<file path="src/rtl/vnu_serial.sv">
// -----------------------------------------------------------------------------
// vnu_serial -- serial Variable Node Unit for the LDPC decoder.
//
// Takes one channel LLR and DV check-to-variable (C2V) messages per variable
// node, one per cycle over a valid/ready handshake. It returns DV extrinsic
// variable-to-check (V2C) messages and a hard-decision bit. Each V2C message
// is the node total minus that slot's own C2V, saturated to the V2C range.
// All message formats are sign-magnitude. Internal arithmetic is two's
// complement.
//
// Ports
//   clk, rst_n    clock, asynchronous active-low reset
//   start         begin a node (accepted only while idle)
//   llr_in        channel LLR, VW-bit sign-magnitude, sampled with start
//   idle          high while waiting for start
//   c2v_valid/c2v_ready/c2v_data   C2V input beats (CW-bit sign-magnitude)
//   v2c_valid/v2c_ready/v2c_data   V2C output beats (VW-bit sign-magnitude)
//   v2c_idx       index of the current V2C beat (C2V arrival order)
//   hard_bit      1 when the last completed node total was negative
//   done          one-cycle pulse after the final V2C handshake
//   sat_cnt       (VNU_SAT_CNT_EN only) count of clamped V2C beats in the
//                 current node, saturating at 255
//
// Optional feature macro: VNU_SAT_CNT_EN
// -----------------------------------------------------------------------------
module vnu_serial #(
  parameter int DV = 3,
  parameter int CW = 5,
  parameter int VW = 6
) (
  input  logic          clk,
  input  logic          rst_n,
  input  logic          start,
  input  logic [VW-1:0] llr_in,
  output logic          idle,
  input  logic          c2v_valid,
  output logic          c2v_ready,
  input  logic [CW-1:0] c2v_data,
  output logic          v2c_valid,
  input  logic          v2c_ready,
  output logic [VW-1:0] v2c_data,
  output logic [$clog2(DV)-1:0] v2c_idx,
  output logic          hard_bit,
  output logic          done
`ifdef VNU_SAT_CNT_EN
  ,
  output logic [7:0]    sat_cnt
`endif
);

  localparam int IW      = $clog2(DV);
  // Largest possible node total magnitude. It is used to size the accumulator
  // so that it cannot wrap.
  localparam int MAX_SUM = (2**(VW-1) - 1) + DV * (2**(CW-1) - 1);
  localparam int AW      = $clog2(MAX_SUM + 1) + 1;

  localparam logic signed [AW-1:0] VMAX_S  = AW'(2**(VW-1) - 1);
  localparam logic        [VW-2:0] MAG_MAX = '1;

  typedef enum logic [1:0] {
    S_IDLE,
    S_RECV,
    S_SEND
  } state_t;

  state_t               state;
  logic [IW-1:0]        cnt;
  logic signed [AW-1:0] acc;
  logic signed [AW-1:0] slot [DV];
`ifdef VNU_SAT_CNT_EN
  logic                 v2c_clamped;
`endif

  // Combinational datapath
  logic signed [AW-1:0] c2v_mag, c2v_tc;
  logic signed [AW-1:0] llr_mag, llr_tc;
  logic signed [AW-1:0] sum_last;
  logic signed [AW-1:0] ext, ext_abs;
  logic                 cnt_last;
  logic [IW-1:0]        cnt_next;
  logic                 sat_clamped;
  logic [VW-1:0]        sat_data;

  // NOTE: every always_comb output is given a default first, so that no path
  // leaves it unassigned and no latch is inferred.
  always_comb begin
    c2v_mag     = AW'(c2v_data[CW-2:0]);
    llr_mag     = AW'(llr_in[VW-2:0]);
    // A negative zero in sign-magnitude negates to 0, so it needs no special case.
    c2v_tc      = c2v_data[CW-1] ? -c2v_mag : c2v_mag;
    llr_tc      = llr_in[VW-1]   ? -llr_mag : llr_mag;
    sum_last    = acc + c2v_tc;
    cnt_last    = (cnt == IW'(DV - 1));
    cnt_next    = cnt_last ? '0 : cnt + IW'(1);

    // Operand for the next V2C beat to be registered. When the final C2V
    // arrives, the total is still in flight (sum_last) and beat 0 comes next.
    // In SEND, the accumulator holds the final total.
    if (state == S_RECV) ext = sum_last - slot[0];
    else                 ext = acc - slot[cnt_next];

    ext_abs     = ext[AW-1] ? -ext : ext;
    sat_clamped = (ext_abs > VMAX_S);
    // The sign comes straight from the two's-complement value, so zero is
    // always encoded with sign 0.
    sat_data    = sat_clamped ? {ext[AW-1], MAG_MAX}
                              : {ext[AW-1], ext_abs[VW-2:0]};
  end

  // NOTE: sequential state uses non-blocking assignments only, so every
  // register samples pre-edge values regardless of statement order.
  always_ff @(posedge clk or negedge rst_n) begin
    if (!rst_n) begin
      state     <= S_IDLE;
      idle      <= 1'b1;
      c2v_ready <= 1'b0;
      v2c_valid <= 1'b0;
      v2c_data  <= '0;
      v2c_idx   <= '0;
      hard_bit  <= 1'b0;
      done      <= 1'b0;
      cnt       <= '0;
      acc       <= '0;
      // NOTE: the message store is a small register file and is cleared on
      // reset. Larger memories would normally be left unreset.
      for (int i = 0; i < DV; i++) slot[i] <= '0;
`ifdef VNU_SAT_CNT_EN
      sat_cnt     <= '0;
      v2c_clamped <= 1'b0;
`endif
    end else begin
      done <= 1'b0;
      unique case (state)
        S_IDLE: begin
          if (start) begin
            acc       <= llr_tc;
            cnt       <= '0;
            state     <= S_RECV;
            idle      <= 1'b0;
            c2v_ready <= 1'b1;
`ifdef VNU_SAT_CNT_EN
            sat_cnt   <= '0;
`endif
          end
        end

        S_RECV: begin
          if (c2v_valid) begin
            slot[cnt] <= c2v_tc;
            acc       <= sum_last;
            if (cnt_last) begin
              cnt       <= '0;
              state     <= S_SEND;
              c2v_ready <= 1'b0;
              v2c_valid <= 1'b1;
              v2c_idx   <= '0;
              v2c_data  <= sat_data;
              hard_bit  <= sum_last[AW-1];
`ifdef VNU_SAT_CNT_EN
              v2c_clamped <= sat_clamped;
`endif
            end else begin
              cnt <= cnt + IW'(1);
            end
          end
        end

        S_SEND: begin
          if (v2c_ready) begin
`ifdef VNU_SAT_CNT_EN
            if (v2c_clamped && sat_cnt != 8'hFF) sat_cnt <= sat_cnt + 8'd1;
`endif
            if (cnt_last) begin
              cnt       <= '0;
              state     <= S_IDLE;
              idle      <= 1'b1;
              v2c_valid <= 1'b0;
              v2c_idx   <= '0;
              v2c_data  <= '0;
              done      <= 1'b1;
            end else begin
              cnt      <= cnt_next;
              v2c_idx  <= cnt_next;
              v2c_data <= sat_data;
`ifdef VNU_SAT_CNT_EN
              v2c_clamped <= sat_clamped;
`endif
            end
          end
        end

        default: begin
          state <= S_IDLE;
          idle  <= 1'b1;
        end
      endcase
    end
  end

endmodule

</file>
<file path="config.mk">
export PLATFORM = sky130hd
export DESIGN_NAME = vnu_serial
export DESIGN_NICKNAME = d
export VERILOG_FILES = /design/src/rtl/vnu_serial.sv
export SDC_FILE = /design/constraint.sdc
export NUM_CORES = 1
export LEC_CHECK = 0
export ABC_AREA = 1
export CAP_MARGIN = 20
export CORE_ASPECT_RATIO = 0.7
export CORE_MARGIN = 2
export CORE_UTILIZATION = 60
export CTS_CLUSTER_DIAMETER = 40
export CTS_CLUSTER_SIZE = 25
export DETAILED_ROUTE_END_ITERATION = 6
export DONT_BUFFER_PORTS = 1
export PLACE_DENSITY = 0.76
export SLEW_MARGIN = 10
export SYNTH_ARGS = -nofsm -noshare
export SYNTH_HDL_FRONTEND = slang
export SYNTH_SLANG_ARGS = --single-unit
</file>
<file path="constraint.sdc">
create_clock -name clk -period 4.4 [get_ports clk]
set_clock_uncertainty 0.2 [all_clocks]
set_input_delay 0.88 -clock clk [delete_from_list [all_inputs] [get_ports clk]]
set_output_delay 0.88 -clock clk [all_outputs]
set_load 0.03 [all_outputs]
</file>
After elaboration in Yosys (flattened, before gate mapping)
Cells that the tools add are included.
{"block": "word_totals", "reg_bits": 49, "in_bits": 16, "out_inout_bits": 13, "word_cells": 96}
{"block": "op_classes", "n_addsub": 7, "order_cmp": 4, "n_eq_ne": 8, "muxes": 47, "n_bitwise": 3, "n_reduce_logical": 14}
{"cell": "8-bit two-way mux", "n": 9}
{"cell": "24-bit bitwise mux", "n": 1}
{"cell": "6-bit two-way mux", "n": 4}
{"cell": "2-bit two-way mux", "n": 11}
{"cell": "8-bit binary-select mux with 2-bit select", "n": 1}
{"cell": "8-bit demux with 2-bit select", "n": 1}
{"cell": "8-bit case mux with 2 select lines", "n": 1}
{"cell": "4-bit AND reduction", "n": 4}
{"cell": "8-bit subtractor", "n": 2}
{"cell": "2-bit case mux with 3 select lines", "n": 2}
{"cell": "6-bit case mux with 2 select lines", "n": 1}
{"cell": "1-bit two-way mux", "n": 11}
{"cell": "2-bit inequality test, second input constant", "n": 5}
{"cell": "5-bit AND reduction", "n": 2}
{"cell": "8-bit adder", "n": 1}
{"cell": "8-bit by 6-bit greater-than comparator with 1-bit output, second input constant", "n": 1}
{"cell": "4-bit negator with 8-bit output", "n": 1}
{"cell": "5-bit negator with 8-bit output", "n": 1}
{"cell": "8-bit negator", "n": 1}
{"cell": "3-bit >= comparator, second input constant", "n": 2}
{"cell": "2-bit NOT with 3-bit output", "n": 2}
{"cell": "3-bit AND reduction", "n": 2}
{"cell": "5-bit two-way mux", "n": 1}
{"cell": "2-bit == test, second input constant", "n": 2}
{"cell": "other kinds (12)", "n": 14}

Longest topological paths before layout
Gate-level depths: netlist (run 1).
{"block": "logic_depth", "depth_word": 15, "mapped_depth": 28, "depth_no_buf": 28}

Worst setup path after synthesis (run 1)
No wires, ideal clock.
{"block": "synth_path", "kind": "input port to flip-flop", "from": "input port c2v_data[0]", "to": "register v2c_data[1]", "setup_ps": 117, "arrival_ps": 3985, "required_time_ps": 4083, "path_slack_ps": 98, "path_stages": 26, "n_path_buf": 0, "path_cell_list": "inv_1 ha_1 nand2_1 o21ai_0 inv_1 fa_1 nand3b_1 and2_1 o21ai_0 a21oi_1 xnor2_1 ha_1 a21oi_1 o21ai_1 a21oi_1 inv_1 nand3_2 nand3_4 nand2_4 nand2_1 nand2_1 nand2_1 nand2_2 nand2_1 nand2_1 nand2_1"}
{"block": "synth_between", "elab_chain_cells": 12, "word_cells_on_any_way": 14, "classes_between": "add/sub: 4; order compare: 1; mux: 9"}
{"item": "from (decl)", "line_no": "38", "text": "input logic [CW-1:0] c2v_data,"}
{"item": "4-bit negator with 8-bit output *", "line_no": "90", "text": "c2v_tc = c2v_data[CW-1] ? -c2v_mag : c2v_mag;"}
{"item": "8-bit two-way mux *", "line_no": "90"}
{"item": "named net c2v_tc[1]", "line_no": "75", "text": "logic signed [AW-1:0] c2v_mag, c2v_tc;"}
{"item": "8-bit adder *", "line_no": "92", "text": "sum_last = acc + c2v_tc;"}
{"item": "8-bit subtractor *", "line_no": "99", "text": "if (state == S_RECV) ext = sum_last - slot[0];"}
{"item": "8-bit two-way mux *", "line_no": "99"}
{"item": "8-bit negator", "line_no": "102", "text": "ext_abs = ext[AW-1] ? -ext : ext;"}
{"item": "8-bit two-way mux *", "line_no": "102"}
{"item": "8-bit by 6-bit greater-than comparator with 1-bit output", "line_no": "103", "text": "sat_clamped = (ext_abs > VMAX_S);"}
{"item": "5-bit two-way mux *", "line_no": "106", "text": "sat_data = sat_clamped ? {ext[AW-1], MAG_MAX}"}
{"item": "6-bit two-way mux, on equally long branches", "line_no": "173, 151"}
{"item": "6-bit two-way mux, on equally long branches", "line_no": "169, 148"}
{"item": "6-bit case mux with 2 select lines *", "line_no": "133", "text": "unique case (state)"}
{"item": "to (signal assigned)", "line_no": "157", "text": "v2c_data <= sat_data;"}
{"item": "to (signal assigned)", "line_no": "184", "text": "v2c_data <= sat_data;"}
{"item": "to (decl)", "line_no": "41", "text": "output logic [VW-1:0] v2c_data,"}
The timed path passes the listed nets; every way through them passes the cells marked *. The select of a mux whose other input is x is not followed.
A chain may end at the register's enable or synchronous reset.

Final worst setup path (run 1)
{"block": "layout_path", "from": "input port c2v_data[0]", "to": "register v2c_data[4]"}
Same word-level chain as after synthesis.

==> implementation parameters, run 1 <==
Parameter                              Value

STA
  Smallest setup slack after layout    0.235 ns
  Final worst hold slack    about 0.06 ns
  Count of endpoints failing hold in the final timing report    0
  Aggregate negative setup slack    0 ns
  Tmin final    4.16 ns
  Share of the cycle needed by the critical path after routing    0.946
  Fin. max-slew vios    0
  Max_slew headroom    0.362
  Setup violators final    0
  Tightest Pin Transition    0.957 ns
  Max frequency    240 MHz

Clocking
  Skew-Pair Late Insertion Delay    0.30 ns
  Sink Count    46
  Clock H-tree levels    2
  CTS hold repair buffers    0
  Number of buffers on the longest clock path    2
  Clock-pin slew on the worst setup and hold paths    0.09 ns
  CTS Root Cell    sky130_fd_sc_hd__clkbuf_8
  Clock tree from TritonCTS    done
  Total CTS buffers    5

Routing
  Via density per instance    5.85
  First-pass DRT Iterations    5
  Total Wirelength    between 9000 and 10,000 µm
  Post-route ant nets    0
  Drt first-iter violations    between 300 and 400
  Average wire per standard cell    around 16 µm
  # DRC    0
  Via count    3,347

Synth
  Average instance area after synthesis    7.41 µm²
  Number of standard cells after synthesis    480
  Top FF cell, synth    sky130_fd_sc_hd__dfrtp_1
  Cell types with the highest counts after synthesis    sky130_fd_sc_hd__nand2_1, sky130_fd_sc_hd__inv_1, sky130_fd_sc_hd__dfrtp_1
  Area fraction of the dominant cell type after synthesis    0.316
  Netlist cell types    43
  Sequential-to-total area share from yosys stat    0.324
  EDFF count, synth    0
  Top area cells in the synthesized netlist    sky130_fd_sc_hd__dfrtp_1, sky130_fd_sc_hd__nand2_1, sky130_fd_sc_hd__ha_1, sky130_fd_sc_hd__inv_1, sky130_fd_sc_hd__o21ai_0
  Share of synthesized flip-flops with an asynchronous set or reset    1.00
  Most numerous cell in the Yosys netlist    sky130_fd_sc_hd__nand2_1
  Total standard cell area after synthesis    3560 µm²
  Number of synthesized register bits    46
  Cell type contributing the most total cell area after synthesis    sky130_fd_sc_hd__dfrtp_1
  Post-synthesis net count    529
  Number of warnings reported in the yosys synthesis log    0

Place
  Setup slack at placement    -0.201 ns
  Final RePlAce weighted congestion    0.874
  Area after detailed placement    3710 µm²
  HPWL after DPL    7090 µm
  Number of I/O port buffers    0

Setup path
  Maximum fanout count along the critical path    7
  Setup crit start kind    input port
  Data arrival time of the critical path    about 4.2 ns
  WP data required    4.40 ns
  Type of the setup path with the least slack    input port to register
  Length in cells of the worst reg-to-reg path    22
  Setup crit end kind    register

GRT
  Number of global-route vias before repair    3,157
  Initial antenna violation count    0
  Wire length of the first global-routing pass    15,100 µm
  Global route total overflow    0
  Global-route usage over all layers    0.305
  Largest net degree at the start of global routing    47

Cells and area
  Final Cell Area    just under 4000 µm²
  Synthesis-to-layout area growth    8.72%
  Ratio of cells with drive above 1 in the final layout    0.139
  Number of nets in the layout    545
  Number of antenna repair diodes    0

Floorplanning
  Initial Util    0.621
  Die extent in y    68.4 µm
  Total die area    between 6000 and 7000 µm²
  Num rows    23
  Placeable core region    roughly 5700 µm²
  Number of top-level design ports    29
  Width of the chip    around 96 µm

Run
  Number of violations of the max-capacitance limit    0

Status
  Run status    finished, final reports clean

Hold path
  Hold WC Path Type    input port to asynchronous set/reset pin
[cells in the final DEF, fill, tap and decap left out, types with 2 or more instances in the layout]
cell type | netlist | layout
sky130_fd_sc_hd__xnor2_1 | 6 | 6
sky130_fd_sc_hd__nand3b_1 | 5 | 5
sky130_fd_sc_hd__fa_1 | 3 | 2
sky130_fd_sc_hd__o31ai_1 | 2 | 2
sky130_fd_sc_hd__nand3_2 | 4 | 4
sky130_fd_sc_hd__nor2_2 | 6 | 6
sky130_fd_sc_hd__nor2_1 | 21 | 21
sky130_fd_sc_hd__o21ai_0 | 39 | 38
sky130_fd_sc_hd__nand2_2 | 7 | 7
sky130_fd_sc_hd__ha_1 | 30 | 29
sky130_fd_sc_hd__a21oi_2 | 3 | 5
sky130_fd_sc_hd__nand2_1 | 127 | 127
sky130_fd_sc_hd__buf_4 | 3 | 16
sky130_fd_sc_hd__inv_1 | 59 | 59
sky130_fd_sc_hd__dfrtp_1 | 45 | 45
sky130_fd_sc_hd__a21oi_1 | 25 | 23
sky130_fd_sc_hd__nor3_1 | 5 | 4
sky130_fd_sc_hd__nand3_1 | 26 | 26
sky130_fd_sc_hd__xor2_1 | 5 | 4
sky130_fd_sc_hd__o211ai_1 | 3 | 3
sky130_fd_sc_hd__o22ai_1 | 9 | 8
sky130_fd_sc_hd__inv_2 | 9 | 9
sky130_fd_sc_hd__nand4_1 | 5 | 5
sky130_fd_sc_hd__o21ai_1 | 9 | 10
sky130_fd_sc_hd__a211oi_1 | 2 | 2
sky130_fd_sc_hd__a31oi_1 | 4 | 4
sky130_fd_sc_hd__clkbuf_8 | 0 | 6
[per-layer routing]
layer  routed length, µm  up-vias  global-route usage
li1                    -     1622                   -
met1                3990     1573               0.419
met2                4180      138               0.487
met3                 867       14              0.0738
met4                 136        0              0.0732
met5                   0        -                   0
[registers in the layout (all words and copies together) (netlist names)]
name / count
idle: 1
v2c_data: 6
cnt: 2
c2v_ready: 1
done: 1
acc: 8
v2c_valid: 1
hard_bit: 1
v2c_idx: 2
slot: 21
state: 2
[final cells by class]
| type | count | area [µm²] |
|---|---|---|
| Timing Repair Buffer | 16 | 120 |
| Clock buffer | 7 | 86.3 |
| Clock inverter | 1 | 8.76 |
| Fill cell | 505 | 1860 |
| Inverter | 69 | 262 |
| Tap cell | 75 | 93.8 |
| Multi-Input combinational cell | 358 | 2150 |
| Sequential cell | 46 | 1150 |
[path summary, 6_finish.rpt]
path / from / end / slack [ns]
max: c2v_data[0] / v2c_data[4] / 0.24
min: rst_n / v2c_data[5] / 0.06
max reg2reg: acc[1] / v2c_data[4] / 0.73
min reg2reg: slot[3] / slot[3] / 0.30
max in group asynchronous: rst_n / idle / 3.76
min in group clk: slot[3] / slot[3] / 0.30
[worst max-delay path: stages]
cell and delay (ns):
sky130_fd_sc_hd__inv_1 0.03, sky130_fd_sc_hd__ha_1 0.27, sky130_fd_sc_hd__nand2_1 0.04, sky130_fd_sc_hd__o21ai_0 0.10
sky130_fd_sc_hd__inv_1 0.12, sky130_fd_sc_hd__fa_2 0.38, sky130_fd_sc_hd__nand3b_1 0.16, sky130_fd_sc_hd__and2_1 0.18
sky130_fd_sc_hd__o21ai_0 0.16, sky130_fd_sc_hd__a21oi_1 0.10, sky130_fd_sc_hd__xnor2_1 0.22, sky130_fd_sc_hd__ha_1 0.29
sky130_fd_sc_hd__a21oi_1 0.17, sky130_fd_sc_hd__o21ai_1 0.10, sky130_fd_sc_hd__a21oi_2 0.15, sky130_fd_sc_hd__inv_1 0.07
sky130_fd_sc_hd__nand3_2 0.09, sky130_fd_sc_hd__nand3_4 0.11, sky130_fd_sc_hd__nand2_4 0.11, sky130_fd_sc_hd__nand2_1 0.05
sky130_fd_sc_hd__nand2_1 0.05, sky130_fd_sc_hd__nand2_1 0.06, sky130_fd_sc_hd__nand2_2 0.10, sky130_fd_sc_hd__nand2_1 0.07
sky130_fd_sc_hd__nand2_1 0.06, sky130_fd_sc_hd__nand2_1 0.05
[cell families (layout without fill, tap and decap cells)]
logic type / after synthesis / in the layout / synth area share
AO/OA/AOI/OAI: 102 / 102 / 0.166
AND/OR/NAND/NOR: 211 / 211 / 0.268
flip-flops: 46 / 46 / 0.324
XOR/XNOR: 11 / 11 / 0.0271
buffers and inverters: 76 / 93 / 0.0865
multiplexers: 1 / 1 / 0.00633
adder cells (fa/ha/maj): 33 / 33 / 0.122
[stage by stage]
step / std cells / utilization
after floorplan: 480 / -
after global placement: 562 / 0.648
after detailed placement: 562 / 0.648
after CTS: 570 / 0.665
after global routing: 572 / 0.676
final: 572 / 0.676
[repair_timing]
item,4_1_cts,5_1_grt
gates resized for setup,0,9
setup endpoints to repair,0,5
buffers inserted,0,2
Power of run 1 is not shown: default switching activity piles up to over one toggle a cycle in this logic, so the estimate is an artifact.
==> run 2: changes to the inputs <==
- CORE_UTILIZATION: 60 -> 65
- PLACE_DENSITY: 0.76 -> 0.81
==> implementation parameters, run 2 (synthesis results as in run 1) <==
Parameter                              Value

Setup path
  Crit-path slowest cell    sky130_fd_sc_hd__fa_1
  Cell mode on critical path    sky130_fd_sc_hd__nand2_1
  Critical Path Max Stage Delay    0.40 ns (+0.02 ns)
  Number of buffers and inverters on the critical path    3 (unchanged)
  Maximum fanout count along the critical path    6 (-1)
  WP data required    4.41 ns (about the same)
  Critical path's top delay family    simple AND/OR/NAND/NOR gates
  Type of the setup path with the least slack    input port to register
  Data arrival time of the critical path    4.20 ns (+0.04 ns)
  Setup crit end kind    register
  Setup crit start kind    input port

Routing
  Via density per instance    5.99 (+2.3%)
  # DRC    0 (unchanged)
  First-pass DRT Iterations    5 (unchanged)
  Average wire per standard cell    16.2 µm (+1.2%)
  Drt first-iter violations    292 (-20%)
  Via count    3,400 (+1.6%)
  Total Wirelength    9220 µm (+0.52%)
  Post-route ant nets    0 (unchanged)

Cells and area
  Leading cell types in the layout, fill and taps excluded    sky130_fd_sc_hd__nand2_1, sky130_fd_sc_hd__inv_1, sky130_fd_sc_hd__dfrtp_1, sky130_fd_sc_hd__o21ai_0, sky130_fd_sc_hd__ha_1
  Final Cell Area    3840 µm² (-0.71%)
  Leading registers by flop count    slot: 21 flops, acc: 8 flops, v2c_data: 6 flops
  Most flop-heavy register    slot
  Commonest non-fill, non-tap cell in the layout    sky130_fd_sc_hd__nand2_1
  Synthesis-to-layout area growth    7.95%
  Number of antenna repair diodes    0 (unchanged)
  Number of nets in the layout    544 (-0.18%)
  Ratio of cells with drive above 1 in the final layout    0.135 (-0.00375)
  Number of flip-flops in the largest register    21 (unchanged)

STA
  Tmin final    4.19 ns (+0.0235 ns)
  Max frequency    239 MHz (-0.56%)
  Max_slew headroom    0.593 (+0.231)
  Count of endpoints failing hold in the final timing report    0 (unchanged)
  Share of the cycle needed by the critical path after routing    0.952 (+0.00534)
  Tightest Pin Transition    0.611 ns (-0.346 ns)
  Fin. max-slew vios    0 (unchanged)
  Setup violators final    0 (unchanged)

GRT
  Global-route usage over all layers    0.319 (+0.0140)
  Global route total overflow    0 (unchanged)
  Largest net degree at the start of global routing    47 (unchanged)
  Wire length of the first global-routing pass    15,100 µm (about the same)
  Number of global-route vias before repair    3,185 (+0.89%)
  Initial antenna violation count    0 (unchanged)

Clocking
  Skew-Pair Late Insertion Delay    0.31 ns (about the same)
  Number of buffers on the longest clock path    2 (unchanged)
  Total CTS buffers    5 (unchanged)
  Sink Count    46 (unchanged)
  Clock tree from TritonCTS    done
  CTS hold repair buffers    0 (unchanged)
  Clock-pin slew on the worst setup and hold paths    0.10 ns (about the same)
  Clock H-tree levels    2 (unchanged)
  CTS Root Cell    sky130_fd_sc_hd__clkbuf_8

Hold path
  Hold WC Path Type    input port to asynchronous set/reset pin

Floorplanning
  Total die area    6090 µm² (-7.3%)
  Width of the chip    92.4 µm (-3.8%)
  Number of top-level design ports    29 (unchanged)
  Placeable core region    5260 µm² (-8.2%)
  Die extent in y    65.9 µm (-3.7%)
  Initial Util    0.677 (+0.0555)
  Num rows    22 (-4.3%)

Run
  Number of violations of the max-capacitance limit    0 (unchanged)

Place
  Number of I/O port buffers    0 (unchanged)
  HPWL after DPL    7220 µm (+1.9%)
  Area after detailed placement    3710 µm² (-0.10%)
  Final RePlAce weighted congestion    0.877 (+0.26%)

Status
  Run status    finished, final reports clean
[run 2: cell count changes in the layout (fill, tap and decap cells not counted)]
cell	change
sky130_fd_sc_hd__o21ai_0	-2
sky130_fd_sc_hd__a21oi_1	+1
sky130_fd_sc_hd__a21oi_2	-1
sky130_fd_sc_hd__buf_4	-1
sky130_fd_sc_hd__fa_1	+1
sky130_fd_sc_hd__fa_2	-1
sky130_fd_sc_hd__inv_1	-1
sky130_fd_sc_hd__inv_2	+1
sky130_fd_sc_hd__nor3_2	+1
sky130_fd_sc_hd__nor3_4	-1
sky130_fd_sc_hd__o21ai_1	+1
sky130_fd_sc_hd__o21ai_2	+1
sky130_fd_sc_hd__xor2_1	+1
sky130_fd_sc_hd__xor2_2	-1
[run 2: layer usage]
layer,up-vias,routed length (µm),share of wire,track usage
met5,-,0,0,0
met2,154,4050,0.44,0.514
met1,1610,4140,0.45,0.435
li1,1619,-,-,-
met4,0,136,0.015,0.0709
met3,17,887,0.096,0.0844
[run 2: cell type report]
class	count	area (µm²)
flip-flops and latches	46	1150
clock inverters	1	8.76
clock buffers	7	86.3
inverters	69	262
repair buffers	15	113
fillers	413	1420
well taps	72	90.1
multi-input cells	358	2130
[run 2: through the flow]
step,TNS [ns],utilization,std cells,hold WS (ns),worst slack [ns]
floorplan,0,-,480,0.242,0.0985
global route,-0.0146,0.731,568,0.0450,-0.0146
detailed placement,-0.713,0.705,559,0.263,-0.158
finish,0,0.731,568,0.0511,0.212
CTS,0,0.723,567,0.0525,0.156
global placement,-0.155,0.705,559,0.261,-0.0335
[run 2: final timing paths]
check / from / endpoint / cells after the start / slack [ns]
min in group clk: slot[3] / slot[3] / 2 / 0.29
max in group asynchronous: rst_n / idle / 0 / 3.77
max: c2v_data[1] / v2c_data[4] / 26 / 0.21
max reg2reg: acc[0] / v2c_data[4] / 23 / 0.64
min reg2reg: slot[3] / slot[3] / 2 / 0.29
min: rst_n / acc[1] / 0 / 0.05
[run 2: repair_timing]
action	4_1_cts	5_1_grt
setup buffers	0	1
resized for setup	0	9
setup endpoints to repair	0	5
[run 2: worst register-to-register path: stages (launching register included)]
cell                       delay [ns]
sky130_fd_sc_hd__dfrtp_1         0.40
sky130_fd_sc_hd__ha_1            0.21
sky130_fd_sc_hd__inv_1           0.06
sky130_fd_sc_hd__fa_1            0.37
sky130_fd_sc_hd__nand3b_1        0.17
sky130_fd_sc_hd__and2_1          0.18
sky130_fd_sc_hd__o21ai_1         0.12
sky130_fd_sc_hd__a21oi_1         0.09
sky130_fd_sc_hd__xnor2_1         0.24
sky130_fd_sc_hd__ha_1            0.30
sky130_fd_sc_hd__a21oi_1         0.16
sky130_fd_sc_hd__o21ai_1         0.11
sky130_fd_sc_hd__a21oi_2         0.17
sky130_fd_sc_hd__inv_1           0.07
sky130_fd_sc_hd__nand3_2         0.10
sky130_fd_sc_hd__nand3_4         0.11
sky130_fd_sc_hd__nand2_4         0.12
sky130_fd_sc_hd__nand2_1         0.07
sky130_fd_sc_hd__nand2_1         0.05
sky130_fd_sc_hd__nand2_1         0.07
sky130_fd_sc_hd__nand2_2         0.11
sky130_fd_sc_hd__nand2_1         0.07
sky130_fd_sc_hd__nand2_1         0.07
sky130_fd_sc_hd__nand2_1         0.06
Power of run 2 is left out for the same reason.
==> run 3: changes to the inputs <==
- SETUP_SLACK_MARGIN: not set -> 0.3
==> implementation parameters, run 3 (synthesis results as in run 1) <==
Parameter                              Value

Status
  Run status    finished, final reports clean

Floorplanning
  Width of the chip    92.4 µm (unchanged)
  Num rows    22 (unchanged)
  Initial Util    0.677 (unchanged)
  Die extent in y    65.9 µm (unchanged)
  Number of top-level design ports    29 (unchanged)
  Placeable core region    5260 µm² (unchanged)
  Total die area    6090 µm² (unchanged)

STA
  Max frequency    247 MHz (+3.3%)
  Max_slew headroom    0.566 (-0.0263)
  Setup violators final    0 (unchanged)
  Fin. max-slew vios    0 (unchanged)
  Setup repair after global routing missed its margin    true
  Aggregate negative setup slack    0 ns (unchanged)
  Count of endpoints failing hold in the final timing report    0 (unchanged)
  Tightest Pin Transition    0.651 ns (+0.0395 ns)
  Tmin final    4.05 ns (-0.134 ns)
  Share of the cycle needed by the critical path after routing    0.921 (-0.0305)
  Smallest setup slack after layout    0.346 ns (+0.134 ns)
  Final worst hold slack    0.0524 ns (+0.00132 ns)

GRT
  Highest-utilization routing layer at the global route stage    met2
  Number of global-route vias before repair    3,198 (+0.41%)
  Global routing usage on met3    0.0764 (-0.00798)
  Largest net degree at the start of global routing    47 (unchanged)
  Global route total overflow    0 (unchanged)
  Met2 track demand over resource in global routing    0.490 (-0.0237)
  Global-route usage over all layers    0.312 (-0.00708)
  Wire length of the first global-routing pass    14,800 µm (-1.5%)
  Met1 layer usage reported by global route    0.428 (-0.00708)
  Initial antenna violation count    0 (unchanged)

Cells and area
  Commonest non-fill, non-tap cell in the layout    sky130_fd_sc_hd__nand2_1
  Number of filler instances in the final layout    399 (-3.4%)
  Final Cell Area    3990 µm² (+3.9%)
  Leading cell types in the layout, fill and taps excluded    sky130_fd_sc_hd__nand2_1, sky130_fd_sc_hd__inv_1, sky130_fd_sc_hd__dfrtp_1, sky130_fd_sc_hd__o21ai_0, sky130_fd_sc_hd__ha_1
  Number of antenna repair diodes    0 (unchanged)
  Ratio of cells with drive above 1 in the final layout    0.184 (+0.0488)
  Number of flip-flops in the largest register    21 (unchanged)
  Synthesis-to-layout area growth    12.1%
  Leading registers by flop count    slot: 21 flops, acc: 8 flops, v2c_data: 6 flops
  Most flop-heavy register    slot
  Number of nets in the layout    543 (-0.18%)

Hold path
  Hold WC Path Type    input port to asynchronous set/reset pin

Clocking
  CTS Root Cell    sky130_fd_sc_hd__clkbuf_8
  Clock-pin slew on the worst setup and hold paths    0.10 ns (about the same)
  Clock tree from TritonCTS    done
  Clock H-tree levels    2 (unchanged)
  CTS hold repair buffers    0 (unchanged)
  Sink Count    46 (unchanged)
  Total CTS buffers    5 (unchanged)
  Skew-Pair Late Insertion Delay    0.31 ns (about the same)
  Number of buffers on the longest clock path    2 (unchanged)

Routing
  Via density per instance    6.13 (+2.4%)
  First-pass DRT Iterations    7 (+2)
  # DRC    0 (unchanged)
  Post-route ant nets    0 (unchanged)
  Drt first-iter violations    282 (-3.4%)
  Average wire per standard cell    17.2 µm (+6.1%)
  Via count    3,474 (+2.2%)
  Total Wirelength    9760 µm (+5.9%)

Run
  Number of violations of the max-capacitance limit    0 (unchanged)

Setup path
  Maximum fanout count along the critical path    6 (unchanged)
  Setup crit end kind    register
  Setup slack on the worst flop-to-flop path    0.72 ns (+0.08 ns)
  Data arrival time of the critical path    4.06 ns (-0.14 ns)
  Type of the setup path with the least slack    input port to register
  Startpoint of the worst-slack reg-to-reg timing path    acc[0]
  RR Endpoint    v2c_data[1]
  Setup crit start kind    input port
  WP data required    4.41 ns (about the same)
  Length in cells of the worst reg-to-reg path    22 (-4.3%)

Place
  Area after detailed placement    3650 µm² (-1.4%)
  Setup slack at placement    -0.0797 ns (+0.0779 ns)
  Number of I/O port buffers    0 (unchanged)
  Final RePlAce weighted congestion    0.924 (+5.4%)
  HPWL after DPL    7000 µm (-3.0%)
## run 3: cell types whose count changed in the layout (fill, tap and decap cells not counted), moves of 3 or more
cell / before / now
sky130_fd_sc_hd__a21oi_1: 24 / 20
sky130_fd_sc_hd__nand2_1: 127 / 123
sky130_fd_sc_hd__nand2_2: 7 / 11
sky130_fd_sc_hd__a21oi_2: 4 / 7
sky130_fd_sc_hd__inv_1: 58 / 55
sky130_fd_sc_hd__o21ai_1: 11 / 8
## run 3: per-stage QoR
step                       util  std cells
after floorplan               -        480
after detailed placement  0.695        550
final                     0.759        567
after global routing      0.759        567
after CTS                 0.722        563
after global placement    0.695        550
## run 3: cell type report
type,instances,area (µm²),share of cell area
multi-input combinational,358,2270,0.569
sequential,46,1150,0.289
inverter,69,267,0.0668
timing repair buffer,14,118,0.0295
tap,72,90.1,0.0226
clock buffer,7,86.3,0.0216
clock inverter,1,8.76,0.00220
## run 3: worst max-delay path by stage
stage | end | cells past startpoint | startpoint
2_1_floorplan | v2c_data[1] | 25 | c2v_data[1]
3_3_place_gp | v2c_data[1] | 26 | c2v_data[0]
3_5_place_dp | v2c_data[3] | 26 | c2v_data[0]
4_1_cts | v2c_data[3] | 26 | c2v_data[0]
5_1_grt | v2c_data[0] | 23 | c2v_data[0]
6_report | v2c_data[1] | 23 | c2v_data[0]
## run 3: routing by layer
metal	part of all wire	wire length (µm)
met1	0.43	4220
met5	0	0
met2	0.44	4330
met4	0.029	281
met3	0.095	928
## run 3: worst max-delay path, stage by stage
cell and delay [ns]:
sky130_fd_sc_hd__inv_4 0.03, sky130_fd_sc_hd__ha_4 0.15, sky130_fd_sc_hd__nor2_1 0.25, sky130_fd_sc_hd__o22ai_4 0.13, sky130_fd_sc_hd__ha_1 0.34, sky130_fd_sc_hd__nand3_1 0.12, sky130_fd_sc_hd__nand3_2 0.13, sky130_fd_sc_hd__a31oi_2 0.26
sky130_fd_sc_hd__xnor2_2 0.10, sky130_fd_sc_hd__ha_1 0.38, sky130_fd_sc_hd__nand2_1 0.13, sky130_fd_sc_hd__o21ai_2 0.15, sky130_fd_sc_hd__a21oi_2 0.06, sky130_fd_sc_hd__inv_1 0.07, sky130_fd_sc_hd__nand3_2 0.09, sky130_fd_sc_hd__nand3_4 0.13
sky130_fd_sc_hd__nand2_4 0.07, sky130_fd_sc_hd__buf_12 0.13, sky130_fd_sc_hd__buf_4 0.13, sky130_fd_sc_hd__o21ai_0 0.16, sky130_fd_sc_hd__nand2_1 0.08, sky130_fd_sc_hd__nand2_1 0.06, sky130_fd_sc_hd__nand2_1 0.05
## run 3: what timing repair did
item                                    CTS  global route
resized for setup                         2            30
gates cloned                              0             0
pin swaps                                 5            29
endpoints found under the setup margin    5             6
setup buffers                             5             4
Power of run 3 is left out for the same reason.
